File: src/rtl/msrh_sched_pick_ctrl_if.sv
`default_nettype none
// ============================================================================
// Module      : msrh_sched_pick_ctrl_if
// Description : Dispatch-allocation and issue-pick signal bundle shared by the
//               scheduler pick controller and its dispatch/issue neighbours.
// Revision    : 1.0 - initial release
// ============================================================================
interface msrh_sched_pick_ctrl_if #(
  parameter int ENTRY_SIZE = 8,
  parameter int IDX_W      = $clog2(ENTRY_SIZE)
);
  logic                  i_alloc_req;
  logic                  o_alloc_ready;
  logic [ENTRY_SIZE-1:0] o_alloc_oh;
  logic [IDX_W-1:0]      o_alloc_idx;
  logic [ENTRY_SIZE-1:0] i_entry_ready;
  logic [ENTRY_SIZE-1:0] i_entry_finish;
  logic                  i_pick_stall;
  logic [ENTRY_SIZE-1:0] o_entry_picked;
  logic                  o_pick_valid;
  logic [IDX_W-1:0]      o_pick_idx;
  logic [IDX_W:0]        o_free_cnt;

  // Driver side: dispatch, entries and issue pipe.
  modport master (
    output i_alloc_req, i_entry_ready, i_entry_finish, i_pick_stall,
    input  o_alloc_ready, o_alloc_oh, o_alloc_idx, o_entry_picked,
           o_pick_valid, o_pick_idx, o_free_cnt
  );

  // Controller side.
  modport slave (
    input  i_alloc_req, i_entry_ready, i_entry_finish, i_pick_stall,
    output o_alloc_ready, o_alloc_oh, o_alloc_idx, o_entry_picked,
           o_pick_valid, o_pick_idx, o_free_cnt
  );
endinterface
`default_nettype wire

File: src/rtl/msrh_sched_pick_ctrl.sv
`default_nettype none
// ============================================================================
// Module      : msrh_sched_pick_ctrl
// Description : Scheduler entry allocator plus oldest-first issue picker.
//               Tracks free entries and a relative-age matrix
//               (r_age[i][j]=1 means entry i is older than entry j).
// Revision    : 1.0 - initial release
// ============================================================================
module msrh_sched_pick_ctrl #(
  parameter int ENTRY_SIZE = 8,
  parameter int IDX_W      = $clog2(ENTRY_SIZE)
) (
  input  logic                  i_clk,
  input  logic                  i_reset_n,
  msrh_sched_pick_ctrl_if.slave bus
);

  localparam logic [IDX_W:0] c_entry_cnt = (IDX_W+1)'(ENTRY_SIZE);

  logic [ENTRY_SIZE-1:0]                 r_free;
  logic [ENTRY_SIZE-1:0][ENTRY_SIZE-1:0] r_age;
  logic [IDX_W:0]                        r_free_cnt;

  logic                  w_alloc_ready;
  logic [ENTRY_SIZE-1:0] w_alloc_lowest;
  logic [ENTRY_SIZE-1:0] w_alloc_oh;
  logic                  w_alloc_grant;
  logic [ENTRY_SIZE-1:0] w_fin_valid;
  logic [IDX_W:0]        w_fin_cnt;
  logic [ENTRY_SIZE-1:0] w_cand;
  logic [ENTRY_SIZE-1:0] w_blocked;
  logic [ENTRY_SIZE-1:0] w_pick;
  logic [IDX_W-1:0]      w_alloc_idx;
  logic [IDX_W-1:0]      w_pick_idx;

  // A finishing entry is still occupied this cycle, so the lowest free bit
  // can never be an entry that is finishing right now.
  assign w_alloc_ready  = |r_free;
  assign w_alloc_lowest = r_free & (~r_free + ENTRY_SIZE'(1));
  assign w_alloc_oh     = (bus.i_alloc_req && w_alloc_ready) ? w_alloc_lowest : '0;
  assign w_alloc_grant  = |w_alloc_oh;
  assign w_fin_valid    = bus.i_entry_finish & ~r_free;
  assign w_cand         = bus.i_entry_ready & ~r_free;

  // Oldest-first pick: an entry is blocked if any older candidate exists.
  always_comb begin
    w_blocked = '0;
    w_pick    = '0;
    for (int i = 0; i < ENTRY_SIZE; i++) begin
      for (int j = 0; j < ENTRY_SIZE; j++) begin
        w_blocked[i] = w_blocked[i] | (w_cand[j] & r_age[j][i]);
      end
      w_pick[i] = w_cand[i] & ~w_blocked[i] & ~bus.i_pick_stall;
    end
  end

  // One-hot to binary encoders and count of genuine releases.
  always_comb begin
    w_alloc_idx = '0;
    w_pick_idx  = '0;
    w_fin_cnt   = '0;
    for (int i = 0; i < ENTRY_SIZE; i++) begin
      if (w_alloc_oh[i]) w_alloc_idx = w_alloc_idx | IDX_W'(i);
      if (w_pick[i])     w_pick_idx  = w_pick_idx | IDX_W'(i);
      w_fin_cnt = w_fin_cnt + (IDX_W+1)'(w_fin_valid[i]);
    end
  end

  // Free vector, age matrix and free counter update.
  always_ff @(posedge i_clk) begin
    if (!i_reset_n) begin
      r_free     <= '1;
      r_age      <= '0;
      r_free_cnt <= c_entry_cnt;
    end else begin
      r_free     <= (r_free & ~w_alloc_oh) | w_fin_valid;
      r_free_cnt <= r_free_cnt + w_fin_cnt - (IDX_W+1)'(w_alloc_grant);
      for (int i = 0; i < ENTRY_SIZE; i++) begin
        for (int j = 0; j < ENTRY_SIZE; j++) begin
          if (i == j || w_fin_valid[i] || w_fin_valid[j]) begin
            r_age[i][j] <= 1'b0;
          end else if (w_alloc_oh[j]) begin
            // Every entry already resident is older than the new one.
            r_age[i][j] <= ~r_free[i];
          end else if (w_alloc_oh[i]) begin
            r_age[i][j] <= 1'b0;
          end
        end
      end
    end
  end

  assign bus.o_alloc_ready  = w_alloc_ready;
  assign bus.o_alloc_oh     = w_alloc_oh;
  assign bus.o_alloc_idx    = w_alloc_idx;
  assign bus.o_entry_picked = w_pick;
  assign bus.o_pick_valid   = |w_pick;
  assign bus.o_pick_idx     = w_pick_idx;
  assign bus.o_free_cnt     = r_free_cnt;

endmodule
`default_nettype wire

File: src/flat_wrapper.sv
// flat-port wrapper written by rule: the top's interface ports become plain ports
module msrh_sched_pick_ctrl_flat 
#(
  parameter int ENTRY_SIZE = 8,
  parameter int IDX_W      = $clog2(ENTRY_SIZE)
)
  (i_clk, i_reset_n, bus_i_alloc_req, bus_i_entry_ready, bus_i_entry_finish, bus_i_pick_stall, bus_o_alloc_ready, bus_o_alloc_oh, bus_o_alloc_idx, bus_o_entry_picked, bus_o_pick_valid, bus_o_pick_idx, bus_o_free_cnt);
  msrh_sched_pick_ctrl_if #(.ENTRY_SIZE(ENTRY_SIZE), .IDX_W(IDX_W)) bus_i ();
  input  logic i_clk;
  input  logic i_reset_n;
  input wire logic [$bits(bus_i.i_alloc_req)-1:0] bus_i_alloc_req;
  input wire logic [$bits(bus_i.i_entry_ready)-1:0] bus_i_entry_ready;
  input wire logic [$bits(bus_i.i_entry_finish)-1:0] bus_i_entry_finish;
  input wire logic [$bits(bus_i.i_pick_stall)-1:0] bus_i_pick_stall;
  output wire logic [$bits(bus_i.o_alloc_ready)-1:0] bus_o_alloc_ready;
  output wire logic [$bits(bus_i.o_alloc_oh)-1:0] bus_o_alloc_oh;
  output wire logic [$bits(bus_i.o_alloc_idx)-1:0] bus_o_alloc_idx;
  output wire logic [$bits(bus_i.o_entry_picked)-1:0] bus_o_entry_picked;
  output wire logic [$bits(bus_i.o_pick_valid)-1:0] bus_o_pick_valid;
  output wire logic [$bits(bus_i.o_pick_idx)-1:0] bus_o_pick_idx;
  output wire logic [$bits(bus_i.o_free_cnt)-1:0] bus_o_free_cnt;
  assign bus_i.i_alloc_req = bus_i_alloc_req;
  assign bus_i.i_entry_ready = bus_i_entry_ready;
  assign bus_i.i_entry_finish = bus_i_entry_finish;
  assign bus_i.i_pick_stall = bus_i_pick_stall;
  assign bus_o_alloc_ready = bus_i.o_alloc_ready;
  assign bus_o_alloc_oh = bus_i.o_alloc_oh;
  assign bus_o_alloc_idx = bus_i.o_alloc_idx;
  assign bus_o_entry_picked = bus_i.o_entry_picked;
  assign bus_o_pick_valid = bus_i.o_pick_valid;
  assign bus_o_pick_idx = bus_i.o_pick_idx;
  assign bus_o_free_cnt = bus_i.o_free_cnt;
  msrh_sched_pick_ctrl #(.ENTRY_SIZE(ENTRY_SIZE), .IDX_W(IDX_W)) u_core (.i_clk(i_clk), .i_reset_n(i_reset_n), .bus(bus_i));
endmodule
File: config.mk
export PLATFORM = sky130hd
export DESIGN_NAME = msrh_sched_pick_ctrl_flat
export DESIGN_NICKNAME = d
export VERILOG_FILES = /design/src/rtl/msrh_sched_pick_ctrl_if.sv /design/src/rtl/msrh_sched_pick_ctrl.sv /design/src/flat_wrapper.sv
export SDC_FILE = /design/constraint.sdc
export NUM_CORES = 1
export LEC_CHECK = 0
export BUFFER_PORTS_ARGS = -buffer_cell sky130_fd_sc_hd__buf_2
export CAP_MARGIN = 5
export CORE_MARGIN = 5
export CORE_UTILIZATION = 55
export DETAILED_ROUTE_END_ITERATION = 10
export PLACE_DENSITY = 0.77
export SYNTH_ARGS = -nofsm -noshare
export SYNTH_HDL_FRONTEND = slang
export SYNTH_SLANG_ARGS = --single-unit
File: constraint.sdc
create_clock -name i_clk -period 9.2 [get_ports i_clk]
set_input_delay 0.92 -clock i_clk [delete_from_list [all_inputs] [get_ports i_clk]]
set_output_delay 0.92 -clock i_clk [all_outputs]
set_load 0.02 [all_outputs]
==> summary.md <==
## Job
- 0 — # Max-Cap Violations

## Clock tree
- 68 — Sinks on Clock Net
- 0 — post-cts hold buffer count
- 3 — number of H-tree branching levels
- clkbuf_8 — Clk Tree Root Cell
- 0.35 ns — latest clock arrival within the worst-skew pair
- 2 — maximum buffer depth of the clock tree
- 0.07 ns — clock transition at the register clock pins on the worst setup and hold paths after CTS
- done — clock tree from TritonCTS
- 0 — post-cts repair resize count
- 0 — Post-CTS Setup Bufs
- 9 — TritonCTS buffer count

## Worst setup path
- 4.34 ns — worst endpoint data arrival time
- 9.44 ns — critical path required time
- 3 — CP Buf/Inv Count
- fa_1 — critical-path cell with the highest stage delay
- 0.56 ns — maximum single-stage delay on the critical path
- buf_2, nor2b_1, inv_1, fa_1, fa_1, fa_1, inv_1, ha_1, fa_1, xor2_1, and2_1 — ordered list of cells on the worst path
- adder cells — CP top delay family
- register — Setup crit end kind
- primary input — sort of element at the start of the critical path
- 9 — critical-path maximum fanout
- fa_1 — cell repeated most along the worst path
- in2reg — classification of the worst setup path

## Floorplan
- 6280 um2 — CORE AREA
- 89.8 um — die boundary width
- 8070 um2 — area of the die
- 55.8% — initial cell density of the core
- 29 — Core Rows
- 89.8 um — height of the die
- 48 — number of top-level pins

## Finish
- dfxtp_1 (68), nand2_1 (49), buf_2 (47) — commonest cells after routing, fill and taps aside
- 12.5% — area growth from synthesis to layout
- 0 — number of diodes
- dfxtp_1 — leading cell type in the layout, fill and taps excluded
- 17.1% — fraction of final layout cells with drive strength greater than 1
- 542 — number of filler cells placed in the layout
- 493 — # nets final

## Timing
- 0 — total setup violations reported at the end of the flow
- 4.10 ns — Min Clock Period, post-route
- no — setup repair after global routing missed its margin
- 54.3% — max_slew headroom
- 0 — Final Slew Violations
- 0 — count of final hold-check violations
- 0.00615 ns — post-route clock skew
- 0 ns — accumulated negative setup slack
- 0.453 ns — post-route worst hold slack
- 0.244 GHz — Fmax
- 0.683 ns — worst slew pin tran
- 44.6% — share of the clock period used by the worst path after layout

## Synth
- 418 — Synth Instances
- 454 — Post-Synthesis Net Count
- 0% — FFs w/ async S/R, synth
- 8.38 um2 — syn avg cell area
- 51 — synth unique cells
- 3500 um2 — Syn Std Cell Area
- 0 — total number of yosys warnings
- 0 — number of enable-type register cells in the synthesized netlist
- 38.8% — part of the Yosys area used for sequential elements
- 68 — register bit count reported by yosys
- dfxtp_1 — Main synth FF type

## Power and ir drop
- 0.124 mV — maximum vdd ir drop
- 170 nW/um2 — Power Density
- 0.00170 uW — total leakage power

## Global routing
- 25 — largest net degree at the start of global routing
- 17.5 mm — first-pass GRT wire length
- 27.6% — GRT Overall Usage
- 3200 — via count of the first global-routing pass
- 0 — residual overflow from global routing
- 0 — antenna violations before repair

## Route
- 402 — number of DRC markers after the initial detailed-route iteration
- 11.1 mm — total routed wirelength
- 6 — Initial DRT Pass Iterations
- 0 — DRC
- 6.31 — mean number of vias per cell
- 0 — Post-DRT Antenna Nets
- 20.6 um — routed wirelength normalized by instance count
- 3403 — Via Count

## Placement
- 7.96 mm — placed wire-length estimate after detailed placement
- 47 — Port Buf Inserts
- 0.976 — last weighted congestion value of the routability-driven placer

## Min path
- reg2reg — worst min-delay path class

## Run status
- finished, final reports clean — result of the run

==> area by class of cell <==
type / count / area, um2 / share of cell area, %
sequential: 68 / 1360 / 34.5
timing repair buffer: 48 / 243 / 6.16
inverter: 29 / 110 / 2.79
clock buffer: 11 / 131 / 3.33
tap: 77 / 96.3 / 2.44
multi-input combinational: 301 / 1950 / 49.4
clock inverter: 5 / 52.6 / 1.33
==> power by group <==
part | leakage (uW) | switching (uW) | internal [uW] | total, uW
Clock | 0.0000931 | 115 | 124 | 238
Sequential | 0.000551 | 8.23 | 305 | 313
Combinational | 0.00106 | 68.8 | 48.5 | 117
==> synth_stat cells, drive strengths merged (4+ instances only) <==
| library cell | number | share of area [%] |
|---|---|---|
| nand3b | 21 | 4.6 |
| a21oi | 30 | 4.3 |
| nor2 | 39 | 4.2 |
| nand4 | 8 | 1.4 |
| nor2b | 11 | 2.0 |
| nor3b | 4 | 1.2 |
| a31oi | 8 | 1.4 |
| nand2 | 51 | 5.6 |
| clkbuf | 13 | 1.4 |
| a22oi | 9 | 1.9 |
| a211oi | 12 | 2.7 |
| buf | 7 | 1.1 |
| a2111oi | 11 | 3.3 |
| nand3 | 12 | 1.9 |
| and2 | 6 | 1.1 |
| fa | 5 | 2.9 |
| dfxtp | 68 | 39 |
| nand2b | 8 | 1.4 |
| ha | 11 | 3.9 |
| nor3 | 17 | 2.6 |
| a22o | 7 | 1.7 |
| inv | 26 | 2.8 |
==> tightest hold or removal path, stage by stage (launching register included) <==
cell and delay (ns):
dfxtp_1 0.31, nand2_1 0.05, a21oi_1 0.05
==> path summary, 6_finish.rpt <==
check                                     from                             endpoint  slack (ns)  cells past startpoint
setup reg to reg   u_core.r_free[6]$_SDFF_PN1_  u_core.bus.o_free_cnt[2]$_SDFF_PN0_        5.16                     10
hold / removal    u_core.r_age[7]$_SDFFE_PP0P_         u_core.r_age[7]$_SDFFE_PP0P_        0.45                      2
hold reg to reg   u_core.r_age[7]$_SDFFE_PP0P_         u_core.r_age[7]$_SDFFE_PP0P_        0.45                      2
setup / recovery         bus_i_entry_finish[6]  u_core.bus.o_free_cnt[2]$_SDFF_PN0_        5.10                     11
==> per-stage QoR <==
step / worst slack (ns) / power [uW] / utilization (%) / std cells / area [um2]
6_report: 5.10 / 669 / 62.8 / 539 / 3940
5_1_grt: 4.95 / 700 / 62.8 / 539 / 3940
4_1_cts: 5.12 / 670 / 62.8 / 539 / 3940
3_5_place_dp: 4.76 / 436 / 59.9 / 523 / 3760
3_3_place_gp: 4.81 / 431 / 59.9 / 523 / 3760
2_1_floorplan: 5.26 / 402 / - / 418 / 3500
==> per-layer routing <==
metal	global-route usage, %	vias to the layer above	wire, um
met5	0	-	0
met4	12.8	0	452
met3	8.60	44	1310
met2	41.1	231	4910
met1	36.3	1568	4430
li1	-	1560	-
==> cell families (layout without fill, tap and decap cells) <==
logic type	after synthesis	in the layout	synth area share [%]
simple gates	190	190	29.2
compound gates	90	90	18.4
flops	68	68	38.8
buf+inv	49	93	5.61
fa+ha+maj	16	16	6.78
xor+xnor	5	5	1.25
==> state kept, by name, summed over array words and instances (netlist names) <==
name	count
u_core.r_age	56
u_core.r_free	8
u_core.bus.o_free_cnt	4
Note: power is estimated with default switching activity, not from simulation.
